==> src/rtl/mcu_pkg.sv <==
// Shared constants for the multi-cycle controller: opcodes, funct codes, ALU codes,
// mux selects and the 4-bit state encoding.
package mcu_pkg;

    localparam int unsigned OP_W    = 6;
    localparam int unsigned ALUC_W  = 3;
    localparam int unsigned STATE_W = 4;

    localparam logic [OP_W-1:0] OP_RTYPE = 6'd0;
    localparam logic [OP_W-1:0] OP_J     = 6'd2;
    localparam logic [OP_W-1:0] OP_BEQ   = 6'd4;
    localparam logic [OP_W-1:0] OP_LW    = 6'd35;
    localparam logic [OP_W-1:0] OP_SW    = 6'd43;

    localparam logic [OP_W-1:0] FN_ADD = 6'd32;
    localparam logic [OP_W-1:0] FN_SUB = 6'd34;
    localparam logic [OP_W-1:0] FN_AND = 6'd36;
    localparam logic [OP_W-1:0] FN_OR  = 6'd37;
    localparam logic [OP_W-1:0] FN_NOR = 6'd39;
    localparam logic [OP_W-1:0] FN_SLT = 6'd42;

    localparam logic [ALUC_W-1:0] ALUC_ADD = 3'b010;
    localparam logic [ALUC_W-1:0] ALUC_SUB = 3'b110;
    localparam logic [ALUC_W-1:0] ALUC_AND = 3'b000;
    localparam logic [ALUC_W-1:0] ALUC_OR  = 3'b001;
    localparam logic [ALUC_W-1:0] ALUC_NOR = 3'b100;
    localparam logic [ALUC_W-1:0] ALUC_SLT = 3'b111;

    localparam logic [1:0] ALUB_RT   = 2'b00;
    localparam logic [1:0] ALUB_FOUR = 2'b01;
    localparam logic [1:0] ALUB_IMM  = 2'b10;
    localparam logic [1:0] ALUB_IMM4 = 2'b11;

    localparam logic [1:0] PCS_ALU  = 2'b00;
    localparam logic [1:0] PCS_OUT  = 2'b01;
    localparam logic [1:0] PCS_JUMP = 2'b10;

    typedef enum logic [STATE_W-1:0] {
        S_IDLE   = 4'd0,
        S_FETCH  = 4'd1,
        S_DECODE = 4'd2,
        S_EXEC_R = 4'd3,
        S_WB_R   = 4'd4,
        S_ADDR   = 4'd5,
        S_MEM_RD = 4'd6,
        S_WB_MEM = 4'd7,
        S_MEM_WR = 4'd8,
        S_BRANCH = 4'd9,
        S_JUMP   = 4'd10,
        S_HALT   = 4'd15
    } state_t;

endpackage

==> src/rtl/alu_decoder.sv <==
// R-type funct decoder: maps func to an ALU operation and flags unsupported codes.
module alu_decoder
    import mcu_pkg::*;
(
    input  logic [5:0] func,
    output logic [2:0] aluc_c,
    output logic       legal_c
);

    always_comb begin
        aluc_c  = ALUC_ADD;
        legal_c = 1'b1;
        case (func)
            FN_ADD:  aluc_c = ALUC_ADD;
            FN_SUB:  aluc_c = ALUC_SUB;
            FN_AND:  aluc_c = ALUC_AND;
            FN_OR:   aluc_c = ALUC_OR;
            FN_NOR:  aluc_c = ALUC_NOR;
            FN_SLT:  aluc_c = ALUC_SLT;
            default: legal_c = 1'b0;
        endcase
    end

endmodule

==> src/rtl/multicycle_control.sv <==
// Multi-cycle MIPS-subset sequencer with a ready handshake to shared memory.
// Define MCU_JUMP_EN to decode op 2 (j) into the JUMP state; otherwise op 2 halts.
module multicycle_control
    import mcu_pkg::*;
(
    input  logic       clk,
    input  logic       rst,
    input  logic [5:0] op,
    input  logic [5:0] func,
    input  logic       zero,
    input  logic       mem_ready,
    output logic       MemRead,
    output logic       writeMem,
    output logic       IorD,
    output logic       IRWrite,
    output logic       PCWrite,
    output logic [1:0] PCSrc,
    output logic       ALUSrcA,
    output logic [1:0] ALUSrcB,
    output logic [2:0] ALUC,
    output logic       WriteReg,
    output logic       MemToReg,
    output logic       Regrt,
    output logic       Halted,
    output logic [3:0] state
);

    state_t     cur, nxt;
    logic [2:0] dec_aluc;
    logic       dec_legal;

    alu_decoder u_alu_decoder (
        .func    (func),
        .aluc_c  (dec_aluc),
        .legal_c (dec_legal)
    );

    // State register; async reset drops every decoded output at once.
    always_ff @(posedge clk or negedge rst) begin
        if (!rst) cur <= S_IDLE;
        else      cur <= nxt;
    end

    // Next-state logic
    always_comb begin
        nxt = cur;
        case (cur)
            S_IDLE:   nxt = S_FETCH;
            S_FETCH:  if (mem_ready) nxt = S_DECODE;
            S_DECODE: begin
                case (op)
                    OP_RTYPE:     nxt = dec_legal ? S_EXEC_R : S_HALT;
                    OP_LW, OP_SW: nxt = S_ADDR;
                    OP_BEQ:       nxt = S_BRANCH;
                    OP_J: begin
`ifdef MCU_JUMP_EN
                        nxt = S_JUMP;
`else
                        nxt = S_HALT;
`endif
                    end
                    default:      nxt = S_HALT;
                endcase
            end
            S_EXEC_R: nxt = S_WB_R;
            S_WB_R:   nxt = S_FETCH;
            S_ADDR: begin
                if (op == OP_LW)      nxt = S_MEM_RD;
                else if (op == OP_SW) nxt = S_MEM_WR;
                else                  nxt = S_HALT;
            end
            S_MEM_RD: if (mem_ready) nxt = S_WB_MEM;
            S_WB_MEM: nxt = S_FETCH;
            S_MEM_WR: if (mem_ready) nxt = S_FETCH;
            S_BRANCH: nxt = S_FETCH;
            S_JUMP:   nxt = S_FETCH;
            S_HALT:   nxt = S_HALT;
            default:  nxt = S_HALT;
        endcase
    end

    // Moore output decode; FETCH and BRANCH PCWrite/IRWrite follow mem_ready/zero.
    always_comb begin
        MemRead  = 1'b0;
        writeMem = 1'b0;
        IorD     = 1'b0;
        IRWrite  = 1'b0;
        PCWrite  = 1'b0;
        PCSrc    = PCS_ALU;
        ALUSrcA  = 1'b0;
        ALUSrcB  = ALUB_RT;
        ALUC     = ALUC_AND;
        WriteReg = 1'b0;
        MemToReg = 1'b0;
        Regrt    = 1'b0;
        Halted   = 1'b0;
        state    = 4'(cur);
        case (cur)
            S_FETCH: begin
                MemRead = 1'b1;
                ALUSrcB = ALUB_FOUR;
                ALUC    = ALUC_ADD;
                IRWrite = mem_ready;
                PCWrite = mem_ready;
            end
            S_DECODE: begin
                ALUSrcB = ALUB_IMM4;
                ALUC    = ALUC_ADD;
            end
            S_EXEC_R: begin
                ALUSrcA = 1'b1;
                ALUC    = dec_aluc;
            end
            S_WB_R:   WriteReg = 1'b1;
            S_ADDR: begin
                ALUSrcA = 1'b1;
                ALUSrcB = ALUB_IMM;
                ALUC    = ALUC_ADD;
            end
            S_MEM_RD: begin
                MemRead = 1'b1;
                IorD    = 1'b1;
            end
            S_WB_MEM: begin
                WriteReg = 1'b1;
                MemToReg = 1'b1;
                Regrt    = 1'b1;
            end
            S_MEM_WR: begin
                writeMem = 1'b1;
                IorD     = 1'b1;
            end
            S_BRANCH: begin
                ALUSrcA = 1'b1;
                ALUC    = ALUC_SUB;
                PCSrc   = PCS_OUT;
                PCWrite = zero;
            end
            S_JUMP: begin
                PCSrc   = PCS_JUMP;
                PCWrite = 1'b1;
            end
            S_HALT:   Halted = 1'b1;
            default: ;
        endcase
    end

endmodule

==> config.mk <==
export PLATFORM = sky130hd
export DESIGN_NAME = multicycle_control
export DESIGN_NICKNAME = d
export VERILOG_FILES = /design/src/rtl/mcu_pkg.sv /design/src/rtl/alu_decoder.sv /design/src/rtl/multicycle_control.sv
export SDC_FILE = /design/constraint.sdc
export NUM_CORES = 1
export LEC_CHECK = 0
export BUFFER_PORTS_ARGS = -buffer_cell sky130_fd_sc_hd__buf_2
export CORE_MARGIN = 3
export CORE_UTILIZATION = 45
export DETAILED_ROUTE_END_ITERATION = 8
export GPL_TIMING_DRIVEN = 0
export PLACE_DENSITY_LB_ADDON = 0.12
export SYNTH_ARGS = -nofsm -noshare
export SYNTH_HDL_FRONTEND = slang
export SYNTH_SLANG_ARGS = --single-unit
==> constraint.sdc <==
create_clock -name clk -period 1.5 [get_ports clk]
set_input_delay 0.3 -clock clk [delete_from_list [all_inputs] [get_ports clk]]
set_output_delay 0.3 -clock clk [all_outputs]
set_load 0.01 [all_outputs]
# Word level (Yosys, flattened, before mapping)
# Cells that the tools add are included.
# totals
elab_cells	57
in_bits	16
reg_bits	4
out_inout_bits	21
# classes
n_mux	22
eq_ne	23
n_reduce_logical	11
# ops
cell	count
equality test 6 bit (second input constant)	8
one-hot mux 4 bit (7 select lines)	1
two-way mux 4 bit	5
equality test 4 x 3 -> 1 bit (second input constant)	4
equality test 4 bit (second input constant)	4
one-hot mux 3 bit (5 select lines)	1
one-hot mux 4 bit (3 select lines)	1
two-way mux 1 bit	9
one-hot mux 3 bit (3 select lines)	1
equality test 4 x 2 -> 1 bit (second input constant)	2
OR reduction 2 bit	4
equality test 6 x 3 -> 1 bit (second input constant)	1
logical NOT 6 bit	1
!= test 2 bit (second input constant)	3
one-hot mux 2 bit (3 select lines)	1
OR reduction 3 bit	2
OR reduction 6 bit	1
OR reduction 5 bit	1
equality test 4 x 1 -> 1 bit (second input constant)	1
logical NOT 4 bit	1
one-hot mux 2 bit (2 select lines)	1
two-way mux 3 bit	1
one-hot mux 1 bit (3 select lines)	1
AND reduction 3 bit	1

# Longest topological paths before layout
# logic_depth
ltp_word	6
depth_mapped	6
mapped_depth_nobuf	4

# By module
# A second synthesis with hierarchy kept.
# unflattened
cells_unflattened	100
hier_area_um2	674.4
# modules_own_cells
module	n_inst	seq_area_each_um2	cells_per_inst	area_each_um2
multicycle_control	1	100.1	88	571.8
alu_decoder	1	0.0	12	102.6

# Least setup slack after synthesis
# Ideal clock, no wire load.
# synth_path
kind	register to output
start	register cur[3], in the netlist state[3]
end	output PCWrite
arrival_ps	1318
path_buffers	1
path_stages_with_launch	5
setup_slack_ps	-118
t_required_ps	1200
cell_sequence	dfrtp_1 > buf_6 > or2_4 > nor3_1 > a211o_1
# synth_via
elab_chain_cells	2
elab_cells_between_ends	4
cone_classes	eq/ne: 3; mux: 1
# synth_lines
item	line_no	rtl
start, declared	multicycle_control.sv:28	state_t cur, nxt;
start signal, assigned	multicycle_control.sv:41	else cur <= nxt;
equality test 4 bit / equality test 4 x 1 -> 1 bit (equally long branches)	multicycle_control.sv:98	case (cur)
one-hot mux 1 bit (3 select lines) *	multicycle_control.sv:98	
end, declared	multicycle_control.sv:16	output logic PCWrite,
# Every way passes the cells marked *; elsewhere a longest branch is shown, timed or not.

# Final worst setup path
# layout_path
start	register cur[1], in the netlist state[1]
end	output MemRead
# layout_via
elab_chain_cells	3
elab_cells_between_ends	4
cone_classes	eq/ne: 2; mux: 1; reduce/logical: 1
# layout_lines
item	line_no	rtl
equality test 4 x 3 -> 1 bit / equality test 4 x 1 -> 1 bit (equally long branches)	multicycle_control.sv:98	
OR reduction 2 bit (no line) *	n/a	
two-way mux 1 bit *	multicycle_control.sv:98	
end, declared	multicycle_control.sv:12	output logic MemRead,
# Marks and branches as above.

==> Flow_metrics.wiki <==
{| class="wikitable"
! Metric !! Value
|-
| Share of post-route cells with drive strength above 1 || 58.7%
|-
| Overall power || 704 uW
|-
| GRT Overall Usage || 26.6%
|-
| Kind of critical path || flop to output pin
|-
| Vias after detailed routing || 1246
|-
| Pins over their slew limit || 0
|-
| Starting Density || 52.0%
|-
| Lkg Pwr || 0.581 nW
|-
| Flip-flop and latch count after synthesis || 4
|-
| Detailed placement HPWL || 1.77 mm
|-
| Final count of negative-setup-slack endpoints || 21
|-
| Number of clock buffers inserted by TritonCTS || 3
|-
| Data arrival time of the worst path || 1.50 ns
|-
| Share of flip-flops with an asynchronous set or reset || 100%
|-
| Post-Layout Cell Count || 182
|-
| Peak VDD IR || 580 uV
|-
| Level count of the clock H-tree || 1
|-
| Sequential share of the synthesized area || 13.8%
|-
| Area growth from synthesis to final layout || 82.3%
|-
| Synth Cell Area || 727 um2
|-
| Number of enable-type register cells in the synthesized netlist || 0
|-
| Rel. slew slack || 68.0%
|-
| DRT antenna net count || 0
|-
| Worst min-delay path category || input pin to async pin
|-
| Clock net sink count || 4
|-
| Routability cong. || 0.861
|-
| Number of filler instances in the final layout || 46
|-
| Kind of launch point of the worst setup path || flop
|-
| Commonest cells after routing, fill and taps aside || buf_2 (34), buf_4 (16), buf_6 (12)
|-
| Synthesis warning total || 0
|-
| Number of diodes || 0
|-
| Share of the core filled with cells in the final layout || 94.7%
|-
| Insertion delay of the later-clocked pin in the worst-skew pair || 0.24 ns
|-
| Max-cap violations || 0
|-
| Most common library cell in the layout ignoring fill and taps || buf_2
|-
| Vertical die dimension || 46.2 um
|-
| Failing checks || negative setup slack
|-
| Main flop type after synthesis || dfrtp_1
|-
| Post-Route WL || 4.03 mm
|-
| Final hold violation count || 0
|-
| Total number of placement rows || 13
|-
| Core area || 1400 um2
|-
| Depth of the worst register-to-register path || 6
|-
| Yosys top cell by area || dfrtp_1
|-
| Fmax achieved || 556 MHz
|-
| Cell at the root of the clock tree || clkbuf_4
|-
| Mean number of vias per cell || 6.85
|-
| Initial DRC count || 116
|-
| Clock buffer depth || 2
|-
| Synthesized Nets || 122
|-
| Antenna violations before repair || 0
|-
| Power density cells || 532 nW/um2
|-
| Net count of the finished layout || 185
|-
| Pre-antenna DRT Iters || 5
|-
| CTS tree || done
|-
| Detailed-route wire length per cell || 22.1 um
|-
| Result of the run || finished, violations left
|-
| Period utilization || 120%
|-
| Clock slew at reported path FFs || 0.04 ns
|-
| Number of global-route vias before repair || 933
|-
| Pin slew with the least headroom to its limit || 0.477 ns
|-
| DP Cell Count || 157
|-
| Num ports || 37
|-
| Synth unique cells || 40
|-
| Largest net degree at the start of global routing || 11
|-
| Number of DRC violations after detailed routing || 0
|-
| CP Max Fanout || 6
|-
| Biggest area contributors in the synthesized netlist || dfrtp_1 (14%), nor2_1 (7.7%), buf_6 (6.2%)
|-
| Aggregate negative setup slack || -3.48 ns
|-
| Avg Synthesized Cell Area || 6.86 um2
|-
| RSZ-0062 raised after global routing || yes
|-
| Fin worst setup slack || -0.300 ns
|-
| Required @ worst endpoint || 1.20 ns
|-
| Global-route wire length before repair || 4.20 mm
|-
| Die area || 2130 um2
|-
| Number of flip-flops in the largest register || 4
|-
| Critical path capture point type || output pin
|-
| WHS || 0.393 ns
|-
| Synthesized instance count || 106
|-
| Remaining global-route overflow || 0
|-
| Post-route clock skew || 0.000182 ns
|-
| Final worst path period need || 1.80 ns
|-
| Count of buffers from port buffering || 36
|-
| Share of the synthesized area in the top cell type || 13.8%
|-
| Width of the chip || 46.2 um
|}
-- stage by stage --
stage	setup slack, ns	area, um2
finish	-0.300	1330
global placement	-0.0930	938
floorplan	-0.0107	739
detailed placement	-0.126	938
CTS	-0.224	1130
global route	-0.374	1330
-- power by group --
part,total [mW],leakage (nW),switching [mW],internal [mW]
registers,0.150,0.0351,0.0286,0.122
clock network,0.134,0.0138,0.0445,0.0895
logic,0.420,0.532,0.250,0.170
-- logic make-up (layout without fill, tap and decap cells) --
logic type / Yosys count / in the layout / synth area share, %
and+or+nand+nor: 55 / 55 / 41.1
buffers and inverters: 13 / 74 / 11.9
xor gates and xnor gates: 1 / 1 / 1.21
DFF: 4 / 4 / 13.8
AOI/OAI and AO/OA: 33 / 33 / 32.0
-- what timing repair did --
action / CTS / global route
pin swaps: 9 / 11
cloned: 1 / 0
resized for setup: 24 / 33
hold buffers: 1 / 0
endpoints found under the hold margin: 4 / 0
endpoints found under the setup margin: 17 / 21
setup buffers: 11 / 9
-- final timing paths --
| check | startpoint | to | slack (ns) |
|---|---|---|---|
| min in group clk | op[5] | state[3] | 0.50 |
| worst min-delay path | rst | state[1] | 0.39 |
| worst max-delay path | state[1] | MemRead | -0.30 |
| max in group asynchronous | rst | state[2] | 0.97 |
| worst min register to register | state[2] | state[0] | 0.85 |
| worst max register to register | state[3] | state[2] | -0.20 |
-- metal layers --
metal | track usage [%] | vias to the layer above | wire, um
met3 | 3.91 | 24 | 497
met1 | 34.6 | 575 | 1390
met5 | 0 | - | 0
met2 | 44.2 | 132 | 1990
met4 | 8.52 | 0 | 146
li1 | - | 515 | -
-- cell type report --
cell class	instances	area [um2]	share of cell area (%)
inverter	5	26.3	1.98
multi-input combinational	89	676	51.0
clock buffer	3	22.5	1.70
sequential	4	101	7.65
timing repair buffer	58	383	28.9
buffer	8	97.6	7.37
tap	15	18.8	1.42
-- synthesized netlist by cell type (3+ instances only) --
master and count:
nand3_1 3, o31ai_1 3, buf_2 3, inv_1 4, nand2b_1 3, nor3b_1 3
a21oi_1 5, buf_6 4, nor2b_1 6, nor3_1 5, nor2_1 15, o21ai_0 8
dfrtp_1 4, nand2_1 8
-- critical path, stage by stage, from the launching register on --
cell and delay [ns]:
dfrtp_1 0.39, buf_6 0.16, nor2b_2 0.26, nand2_1 0.15, a21oi_4 0.18, buf_6 0.12
(Power assumes the default switching activity.)
